`src/rtl/pu_riscv_pmachk_arbiter_if.sv`:
```
// Bundle of request, checker and response signals around the shared PMA checker.
// The arbiter uses the slave view; requesters, checker and response consumer use the master view.
interface pu_riscv_pmachk_arbiter_if #(
  parameter int PLEN = 64
);
  logic            if_req_i;
  logic            if_rdy_o;
  logic [PLEN-1:0] if_adr_i;
  logic [2:0]      if_size_i;
  logic            if_misaligned_i;

  logic            dm_req_i;
  logic            dm_rdy_o;
  logic [PLEN-1:0] dm_adr_i;
  logic [2:0]      dm_size_i;
  logic            dm_we_i;
  logic            dm_lock_i;
  logic            dm_misaligned_i;

  logic            chk_req_o;
  logic            chk_instr_o;
  logic [PLEN-1:0] chk_adr_o;
  logic [2:0]      chk_size_o;
  logic            chk_we_o;
  logic            chk_lock_o;
  logic            chk_misal_o;
  logic [13:0]     chk_pma_i;
  logic            chk_exc_i;
  logic            chk_misal_i;
  logic [2:0]      chk_acc_i;

  logic            rsp_valid_o;
  logic            rsp_owner_o;
  logic            rsp_ready_i;
  logic [13:0]     rsp_pma_o;
  logic            rsp_exc_o;
  logic            rsp_misal_o;
  logic [2:0]      rsp_acc_o;

  modport slave (
    input  if_req_i, if_adr_i, if_size_i, if_misaligned_i,
    output if_rdy_o,
    input  dm_req_i, dm_adr_i, dm_size_i, dm_we_i, dm_lock_i, dm_misaligned_i,
    output dm_rdy_o,
    output chk_req_o, chk_instr_o, chk_adr_o, chk_size_o, chk_we_o, chk_lock_o, chk_misal_o,
    input  chk_pma_i, chk_exc_i, chk_misal_i, chk_acc_i,
    output rsp_valid_o, rsp_owner_o, rsp_pma_o, rsp_exc_o, rsp_misal_o, rsp_acc_o,
    input  rsp_ready_i
  );

  modport master (
    output if_req_i, if_adr_i, if_size_i, if_misaligned_i,
    input  if_rdy_o,
    output dm_req_i, dm_adr_i, dm_size_i, dm_we_i, dm_lock_i, dm_misaligned_i,
    input  dm_rdy_o,
    input  chk_req_o, chk_instr_o, chk_adr_o, chk_size_o, chk_we_o, chk_lock_o, chk_misal_o,
    output chk_pma_i, chk_exc_i, chk_misal_i, chk_acc_i,
    input  rsp_valid_o, rsp_owner_o, rsp_pma_o, rsp_exc_o, rsp_misal_o, rsp_acc_o,
    output rsp_ready_i
  );
endinterface

```
`src/rtl/pu_riscv_pmachk_arbiter.sv`:
```
// Shares one PMA checker between instruction fetch and data memory requesters:
// round-robin arbitration with AMO lock priority, one registered check, valid/ready verdict return.
module pu_riscv_pmachk_arbiter #(
  parameter int PLEN = 64
) (
  input  logic                          clk_i,
  input  logic                          rst_i,
  pu_riscv_pmachk_arbiter_if.slave      bus
);

  typedef enum logic [1:0] {IDLE, CHECK, RESP} state_t;

  state_t state;
  logic   last_grant;
  logic   lock_hold;
  logic   accept_open;
  logic   dm_wins_tie;
  logic   grant_if;
  logic   grant_dm;

  // New work is taken only when the checker slot is free and any pending verdict is being consumed.
  always_comb begin
    accept_open = !rst_i && ((state == IDLE) || ((state == RESP) && bus.rsp_ready_i));
    dm_wins_tie = lock_hold || !last_grant;
    grant_dm    = accept_open && bus.dm_req_i && (!bus.if_req_i || dm_wins_tie);
    grant_if    = accept_open && bus.if_req_i && !grant_dm;
  end

  assign bus.if_rdy_o = grant_if;
  assign bus.dm_rdy_o = grant_dm;

  always_ff @(posedge clk_i) begin
    if (rst_i) begin
      state           <= IDLE;
      last_grant      <= 1'b0;
      lock_hold       <= 1'b0;
      bus.chk_req_o   <= 1'b0;
      bus.chk_instr_o <= 1'b0;
      bus.chk_adr_o   <= '0;
      bus.chk_size_o  <= 3'b000;
      bus.chk_we_o    <= 1'b0;
      bus.chk_lock_o  <= 1'b0;
      bus.chk_misal_o <= 1'b0;
      bus.rsp_valid_o <= 1'b0;
      bus.rsp_owner_o <= 1'b0;
      bus.rsp_pma_o   <= 14'h0000;
      bus.rsp_exc_o   <= 1'b0;
      bus.rsp_misal_o <= 1'b0;
      bus.rsp_acc_o   <= 3'b000;
    end else begin
      case (state)
        IDLE: begin
          if (grant_if || grant_dm) begin
            state         <= CHECK;
            bus.chk_req_o <= 1'b1;
          end
        end
        CHECK: begin
          state           <= RESP;
          bus.chk_req_o   <= 1'b0;
          bus.rsp_valid_o <= 1'b1;
          bus.rsp_owner_o <= ~bus.chk_instr_o;
          bus.rsp_pma_o   <= bus.chk_pma_i;
          bus.rsp_exc_o   <= bus.chk_exc_i;
          bus.rsp_misal_o <= bus.chk_misal_i;
          bus.rsp_acc_o   <= bus.chk_acc_i;
        end
        RESP: begin
          if (bus.rsp_ready_i) begin
            bus.rsp_valid_o <= 1'b0;
            if (grant_if || grant_dm) begin
              state         <= CHECK;
              bus.chk_req_o <= 1'b1;
            end else begin
              state <= IDLE;
            end
          end
        end
        default: state <= IDLE;
      endcase

      // Fetch never writes or locks; a fetch grant also releases any AMO priority.
      if (grant_if) begin
        bus.chk_instr_o <= 1'b1;
        bus.chk_adr_o   <= bus.if_adr_i;
        bus.chk_size_o  <= bus.if_size_i;
        bus.chk_we_o    <= 1'b0;
        bus.chk_lock_o  <= 1'b0;
        bus.chk_misal_o <= bus.if_misaligned_i;
        last_grant      <= 1'b0;
        lock_hold       <= 1'b0;
      end else if (grant_dm) begin
        bus.chk_instr_o <= 1'b0;
        bus.chk_adr_o   <= bus.dm_adr_i;
        bus.chk_size_o  <= bus.dm_size_i;
        bus.chk_we_o    <= bus.dm_we_i;
        bus.chk_lock_o  <= bus.dm_lock_i;
        bus.chk_misal_o <= bus.dm_misaligned_i;
        last_grant      <= 1'b1;
        lock_hold       <= bus.dm_lock_i;
      end
    end
  end

endmodule

```
`src/flat_wrapper.sv`:
```
// flat-port wrapper written by rule: the top's interface ports become plain ports
module pu_riscv_pmachk_arbiter_flat 
#(
  parameter int PLEN = 64
)
  (clk_i, rst_i, bus_if_req_i, bus_if_adr_i, bus_if_size_i, bus_if_misaligned_i, bus_if_rdy_o, bus_dm_req_i, bus_dm_adr_i, bus_dm_size_i, bus_dm_we_i, bus_dm_lock_i, bus_dm_misaligned_i, bus_dm_rdy_o, bus_chk_req_o, bus_chk_instr_o, bus_chk_adr_o, bus_chk_size_o, bus_chk_we_o, bus_chk_lock_o, bus_chk_misal_o, bus_chk_pma_i, bus_chk_exc_i, bus_chk_misal_i, bus_chk_acc_i, bus_rsp_valid_o, bus_rsp_owner_o, bus_rsp_pma_o, bus_rsp_exc_o, bus_rsp_misal_o, bus_rsp_acc_o, bus_rsp_ready_i);
  pu_riscv_pmachk_arbiter_if #(.PLEN(PLEN)) bus_i ();
  input  logic clk_i;
  input  logic rst_i;
  input wire logic [$bits(bus_i.if_req_i)-1:0] bus_if_req_i;
  input wire logic [$bits(bus_i.if_adr_i)-1:0] bus_if_adr_i;
  input wire logic [$bits(bus_i.if_size_i)-1:0] bus_if_size_i;
  input wire logic [$bits(bus_i.if_misaligned_i)-1:0] bus_if_misaligned_i;
  output wire logic [$bits(bus_i.if_rdy_o)-1:0] bus_if_rdy_o;
  input wire logic [$bits(bus_i.dm_req_i)-1:0] bus_dm_req_i;
  input wire logic [$bits(bus_i.dm_adr_i)-1:0] bus_dm_adr_i;
  input wire logic [$bits(bus_i.dm_size_i)-1:0] bus_dm_size_i;
  input wire logic [$bits(bus_i.dm_we_i)-1:0] bus_dm_we_i;
  input wire logic [$bits(bus_i.dm_lock_i)-1:0] bus_dm_lock_i;
  input wire logic [$bits(bus_i.dm_misaligned_i)-1:0] bus_dm_misaligned_i;
  output wire logic [$bits(bus_i.dm_rdy_o)-1:0] bus_dm_rdy_o;
  output wire logic [$bits(bus_i.chk_req_o)-1:0] bus_chk_req_o;
  output wire logic [$bits(bus_i.chk_instr_o)-1:0] bus_chk_instr_o;
  output wire logic [$bits(bus_i.chk_adr_o)-1:0] bus_chk_adr_o;
  output wire logic [$bits(bus_i.chk_size_o)-1:0] bus_chk_size_o;
  output wire logic [$bits(bus_i.chk_we_o)-1:0] bus_chk_we_o;
  output wire logic [$bits(bus_i.chk_lock_o)-1:0] bus_chk_lock_o;
  output wire logic [$bits(bus_i.chk_misal_o)-1:0] bus_chk_misal_o;
  input wire logic [$bits(bus_i.chk_pma_i)-1:0] bus_chk_pma_i;
  input wire logic [$bits(bus_i.chk_exc_i)-1:0] bus_chk_exc_i;
  input wire logic [$bits(bus_i.chk_misal_i)-1:0] bus_chk_misal_i;
  input wire logic [$bits(bus_i.chk_acc_i)-1:0] bus_chk_acc_i;
  output wire logic [$bits(bus_i.rsp_valid_o)-1:0] bus_rsp_valid_o;
  output wire logic [$bits(bus_i.rsp_owner_o)-1:0] bus_rsp_owner_o;
  output wire logic [$bits(bus_i.rsp_pma_o)-1:0] bus_rsp_pma_o;
  output wire logic [$bits(bus_i.rsp_exc_o)-1:0] bus_rsp_exc_o;
  output wire logic [$bits(bus_i.rsp_misal_o)-1:0] bus_rsp_misal_o;
  output wire logic [$bits(bus_i.rsp_acc_o)-1:0] bus_rsp_acc_o;
  input wire logic [$bits(bus_i.rsp_ready_i)-1:0] bus_rsp_ready_i;
  assign bus_i.if_req_i = bus_if_req_i;
  assign bus_i.if_adr_i = bus_if_adr_i;
  assign bus_i.if_size_i = bus_if_size_i;
  assign bus_i.if_misaligned_i = bus_if_misaligned_i;
  assign bus_if_rdy_o = bus_i.if_rdy_o;
  assign bus_i.dm_req_i = bus_dm_req_i;
  assign bus_i.dm_adr_i = bus_dm_adr_i;
  assign bus_i.dm_size_i = bus_dm_size_i;
  assign bus_i.dm_we_i = bus_dm_we_i;
  assign bus_i.dm_lock_i = bus_dm_lock_i;
  assign bus_i.dm_misaligned_i = bus_dm_misaligned_i;
  assign bus_dm_rdy_o = bus_i.dm_rdy_o;
  assign bus_chk_req_o = bus_i.chk_req_o;
  assign bus_chk_instr_o = bus_i.chk_instr_o;
  assign bus_chk_adr_o = bus_i.chk_adr_o;
  assign bus_chk_size_o = bus_i.chk_size_o;
  assign bus_chk_we_o = bus_i.chk_we_o;
  assign bus_chk_lock_o = bus_i.chk_lock_o;
  assign bus_chk_misal_o = bus_i.chk_misal_o;
  assign bus_i.chk_pma_i = bus_chk_pma_i;
  assign bus_i.chk_exc_i = bus_chk_exc_i;
  assign bus_i.chk_misal_i = bus_chk_misal_i;
  assign bus_i.chk_acc_i = bus_chk_acc_i;
  assign bus_rsp_valid_o = bus_i.rsp_valid_o;
  assign bus_rsp_owner_o = bus_i.rsp_owner_o;
  assign bus_rsp_pma_o = bus_i.rsp_pma_o;
  assign bus_rsp_exc_o = bus_i.rsp_exc_o;
  assign bus_rsp_misal_o = bus_i.rsp_misal_o;
  assign bus_rsp_acc_o = bus_i.rsp_acc_o;
  assign bus_i.rsp_ready_i = bus_rsp_ready_i;
  pu_riscv_pmachk_arbiter #(.PLEN(PLEN)) u_core (.clk_i(clk_i), .rst_i(rst_i), .bus(bus_i));
endmodule
```
`config.mk`:
```
export PLATFORM = sky130hd
export DESIGN_NAME = pu_riscv_pmachk_arbiter_flat
export DESIGN_NICKNAME = d
export VERILOG_FILES = /design/src/rtl/pu_riscv_pmachk_arbiter_if.sv /design/src/rtl/pu_riscv_pmachk_arbiter.sv /design/src/flat_wrapper.sv
export SDC_FILE = /design/constraint.sdc
export NUM_CORES = 1
export LEC_CHECK = 0
export BUFFER_PORTS_ARGS = -buffer_cell sky130_fd_sc_hd__buf_2
export CAP_MARGIN = 10
export CELL_PAD_IN_SITES_DETAIL_PLACEMENT = 0
export CELL_PAD_IN_SITES_GLOBAL_PLACEMENT = 1
export CORE_MARGIN = 2
export CORE_UTILIZATION = 31
export CTS_BUF_LIST = sky130_fd_sc_hd__clkbuf_8
export DETAILED_ROUTE_END_ITERATION = 10
export MAX_ROUTING_LAYER = met4
export PLACE_DENSITY_LB_ADDON = 0.08
export SYNTH_ARGS = -nofsm -noshare
export SYNTH_HDL_FRONTEND = slang
export SYNTH_SLANG_ARGS = --single-unit
```
`constraint.sdc`:
```
create_clock -name clk_i -period 4.5 [get_ports clk_i]
set_clock_uncertainty 0.15 [all_clocks]
set_input_delay 1.125 -clock clk_i [delete_from_list [all_inputs] [get_ports clk_i]]
set_output_delay 1.125 -clock clk_i [all_outputs]
set_load 0.005 [all_outputs]
```
==> impl_summary.log <==
[metrics] max_cap viols: 0
[metrics] cell count after synthesis: 391
[metrics] number of nets still failing antenna checks after routing: 0
[metrics] Post-Synthesis Net Count: 553
[metrics] number of setup buffers added after CTS: 0
[metrics] routed via count: 3769
[metrics] power density cells: 368 mW/mm2
[metrics] standard cell with the maximum stage delay on the critical path: sky130_fd_sc_hd__buf_2
[metrics] data arrival time of the worst path: 2.00 ns
[metrics] unique cell type count in the Yosys netlist: 27
[metrics] estimated wirelength of the detail-placed design: 8330 um
[metrics] slew margin rel.: 46.8%
[metrics] Int Pwr: 1.37 mW
[metrics] Max clock buf depth: 2
[metrics] antenna cells: 0
[metrics] total negative setup slack: 0 ns
[metrics] kind of capture point of the worst setup path: output port
[metrics] Critical Path RT: 3.22 ns
[metrics] sequential cell fraction of total power: 51.2%
[metrics] power share of the clock group: 30.7%
[metrics] Worst Hold Depth: 1
[metrics] upper clock frequency limit: 0.305 GHz
[metrics] Routed WL: 11900 um
[metrics] WP buf/inv: 3
[metrics] final hold slack: 0.316 ns
[metrics] Clk Tree Root Cell: sky130_fd_sc_hd__clkbuf_8
[metrics] TritonCTS Buffers: 9
[metrics] Slew Viols, Final: 0
[metrics] Core Area: 0.0114 mm2
[metrics] post-cts hold buffer count: 0
[metrics] average size of a mapped cell: 9.18 um2
[metrics] ratio of cells with drive above 1 in the final layout: 45.6%
[metrics] number of endpoints failing setup at the final stage: 0
[metrics] Starting DRT DRC Count: 175
[metrics] fraction of power consumed by combinational cells: 18.1%
[metrics] depth of the CTS H-tree: 3
[metrics] number of synthesized flops with an enable pin: 0
[metrics] critical path's most frequent cell: sky130_fd_sc_hd__buf_2
[metrics] top-level I/O count: 257
[metrics] die outline area: 0.0125 mm2
[metrics] VDD IR-drop max: 145 uV
[metrics] clock sink count: 96
[metrics] clock latency of the later-clocked register in the worst-skew pair: 0.37 ns
[metrics] total of cells resized after clock tree synthesis: 0
[metrics] commonest non-fill, non-tap cells in the layout: sky130_fd_sc_hd__buf_2, sky130_fd_sc_hd__dfxtp_1, sky130_fd_sc_hd__nor2_1, sky130_fd_sc_hd__o22ai_1, sky130_fd_sc_hd__o21ai_0
[metrics] commonest register cell after synthesis: sky130_fd_sc_hd__dfxtp_1
[metrics] grt total ovfl: 0
[metrics] DRC errors left: 0
[metrics] pin count of the biggest net entering global routing: 70
[metrics] clock input transition at the sequential cells of the worst setup and hold paths: 0.09 ns
[metrics] initial antenna violation count: 0
[metrics] router iterations before antenna repair: 4
[metrics] Port Buf Inserts: 256
[metrics] routability congestion estimate: 0.781
[metrics] run status: finished, final reports clean
[metrics] path length in cells of the critical path: 5
[metrics] horizontal extent of the die: 112 um
[metrics] via count of the first global-routing pass: 3715
[metrics] die boundary height: 112 um
[metrics] Total Routing Usage GR: 19.1%
[metrics] area delta synth->final: 42.3%
[metrics] Largest stage delay, worst path: 0.25 ns
[metrics] delay-heaviest family, CP: buffers and inverters
[metrics] worst-margin pin slew: 0.798 ns
[metrics] area of the mapped netlist: 0.00359 mm2
[metrics] Routed wire per std cell: 15.3 um
[metrics] FP Rows: 39
[metrics] starting density of the core: 31.6%
[metrics] CTS tree: yes
[metrics] category of the critical setup timing path: in -> out
[metrics] final period utilization: 72.8%
[metrics] #FFs+latches synth: 96
[metrics] class of the tightest hold or removal check: reg -> reg
[metrics] global-route wire length before repair: 18400 um
[metrics] Post-synth ARST share: 0%
[metrics] CP Cell Sequence: buf_2, nor2_2, nand4_1, inv_1, buf_2
[metrics] net count reported at finish: 793
[metrics] start point of the critical path: rst_i
[metrics] Critical R2R Capture: u_core.bus.chk_we_o$_SDFFE_PP0P_
[metrics] R2R Setup Slk: 2.49 ns
[metrics] most common cell after layout, fill and taps aside: sky130_fd_sc_hd__buf_2
[metrics] fill cell instance count of the final layout: 1180
[metrics] startpoint types: input pin
[metrics] setup repair after global routing missed its margin: no
[metrics] post-layout minimum cycle time: 3.28 ns
[metrics] static leakage: 2.54 nW
[metrics] proportion of synthesized chip area in sequential cells: 53.5%
[metrics] routed via count divided by cell count: 4.84
[metrics] reg2reg path depth: 5
[metrics] Switching Share: 27.0%
[metrics] number of failing hold endpoints at the final stage: 0
[metrics] switching power total: 0.507 mW
[metrics] number of synthesis warnings: 0
[metrics] maximum fanout encountered on the critical timing path: 19
[metrics] end point of the critical path: bus_dm_rdy_o
[metrics] start of the worst register-to-register path: u_core.state[0]$_SDFFE_PP0P_
## registers in the layout, summed over array words and instances, names as in the netlist
signal                  flops
u_core.bus.chk_size_o       3
u_core.bus.chk_instr_o      1
u_core.last_grant           1
u_core.bus.rsp_acc_o        3
u_core.bus.rsp_exc_o        1
u_core.bus.rsp_pma_o       14
u_core.bus.chk_we_o         1
u_core.bus.chk_req_o        1
u_core.state                2
u_core.bus.rsp_owner_o      1
u_core.bus.chk_adr_o       64
u_core.bus.rsp_misal_o      1
u_core.bus.chk_misal_o      1
u_core.bus.rsp_valid_o      1
u_core.lock_hold            1
## metal layers
layer	share of wire [%]	global-route usage, %	up-vias
li1	-	-	1900
met1	44	23.2	1697
met2	48	30.9	158
met3	6.0	3.86	14
met4	1.9	7.90	0
met5	0	-	-
## layout make-up
class                      count  area (um2)  area share, %
clock buffer                  11         151           2.96
clock inverter                 5        47.5          0.931
inverter                       6        22.5          0.441
multi-input combinational    256        1460           28.6
sequential                    96        1920           37.6
tap                          143         179           3.50
timing repair buffer         262        1330           26.0
## power groups by stage
stage / logic [mW] / registers (mW) / clock network [mW]
CTS: 0.345 / 0.962 / 0.600
floorplan: 0.168 / 0.986 / 0
detailed placement: 0.344 / 0.981 / 0
global route: 0.379 / 0.971 / 0.633
global placement: 0.339 / 0.979 / 0
finish: 0.340 / 0.962 / 0.577
## synth_stat cells (all sizes together) (2+ instances only)
cell / count / share of area [%]
inv: 6 / 0.63
a22o: 19 / 4.6
o22ai: 68 / 12
nand2: 3 / 0.31
nor2b: 2 / 0.35
dfxtp: 96 / 54
nor3: 12 / 3.1
o21ai: 59 / 8.2
nand2b: 3 / 0.52
nor2: 75 / 8.0
clkbuf: 18 / 1.9
a21oi: 4 / 0.56
buf: 15 / 3.6
o31ai: 2 / 0.42
## through the flow
| stage | cells | utilization (%) | setup slack (ns) | total power [mW] | instance area, um2 |
|---|---|---|---|---|---|
| global route | 779 | 44.9 | 1.12 | 1.98 | 5110 |
| global placement | 763 | 43.2 | 1.22 | 1.32 | 4910 |
| finish | 779 | 44.9 | 1.22 | 1.88 | 5110 |
| floorplan | 391 | - | 1.34 | 1.15 | 3590 |
| detailed placement | 763 | 43.2 | 1.21 | 1.32 | 4910 |
| CTS | 779 | 44.9 | 1.21 | 1.91 | 5110 |
## cell families after synthesis
kind of cell,count (synthesis),synth area share (%)
AOI/OAI and AO/OA,156,26.7
muxes,1,0.279
buffers and inverters,39,6.13
and+or+nand+nor,99,13.4
DFF,96,53.5
## worst min path at each step
stage                                              start                                    to  slack [ns]
global route        u_core.bus.rsp_pma_o[2]$_SDFFE_PP0P_  u_core.bus.rsp_pma_o[2]$_SDFFE_PP0P_        0.35
finish                 u_core.bus.chk_req_o$_SDFFE_PP0P_     u_core.bus.chk_req_o$_SDFFE_PP0P_        0.32
CTS                  u_core.bus.rsp_owner_o$_SDFFE_PP0P_   u_core.bus.rsp_owner_o$_SDFFE_PP0P_        0.32
floorplan            u_core.bus.rsp_owner_o$_SDFFE_PP0P_   u_core.bus.rsp_owner_o$_SDFFE_PP0P_        0.30
detailed placement   u_core.bus.rsp_owner_o$_SDFFE_PP0P_   u_core.bus.rsp_owner_o$_SDFFE_PP0P_        0.30
global placement     u_core.bus.rsp_owner_o$_SDFFE_PP0P_   u_core.bus.rsp_owner_o$_SDFFE_PP0P_        0.28
Note: power is estimated with default switching activity, not from simulation.
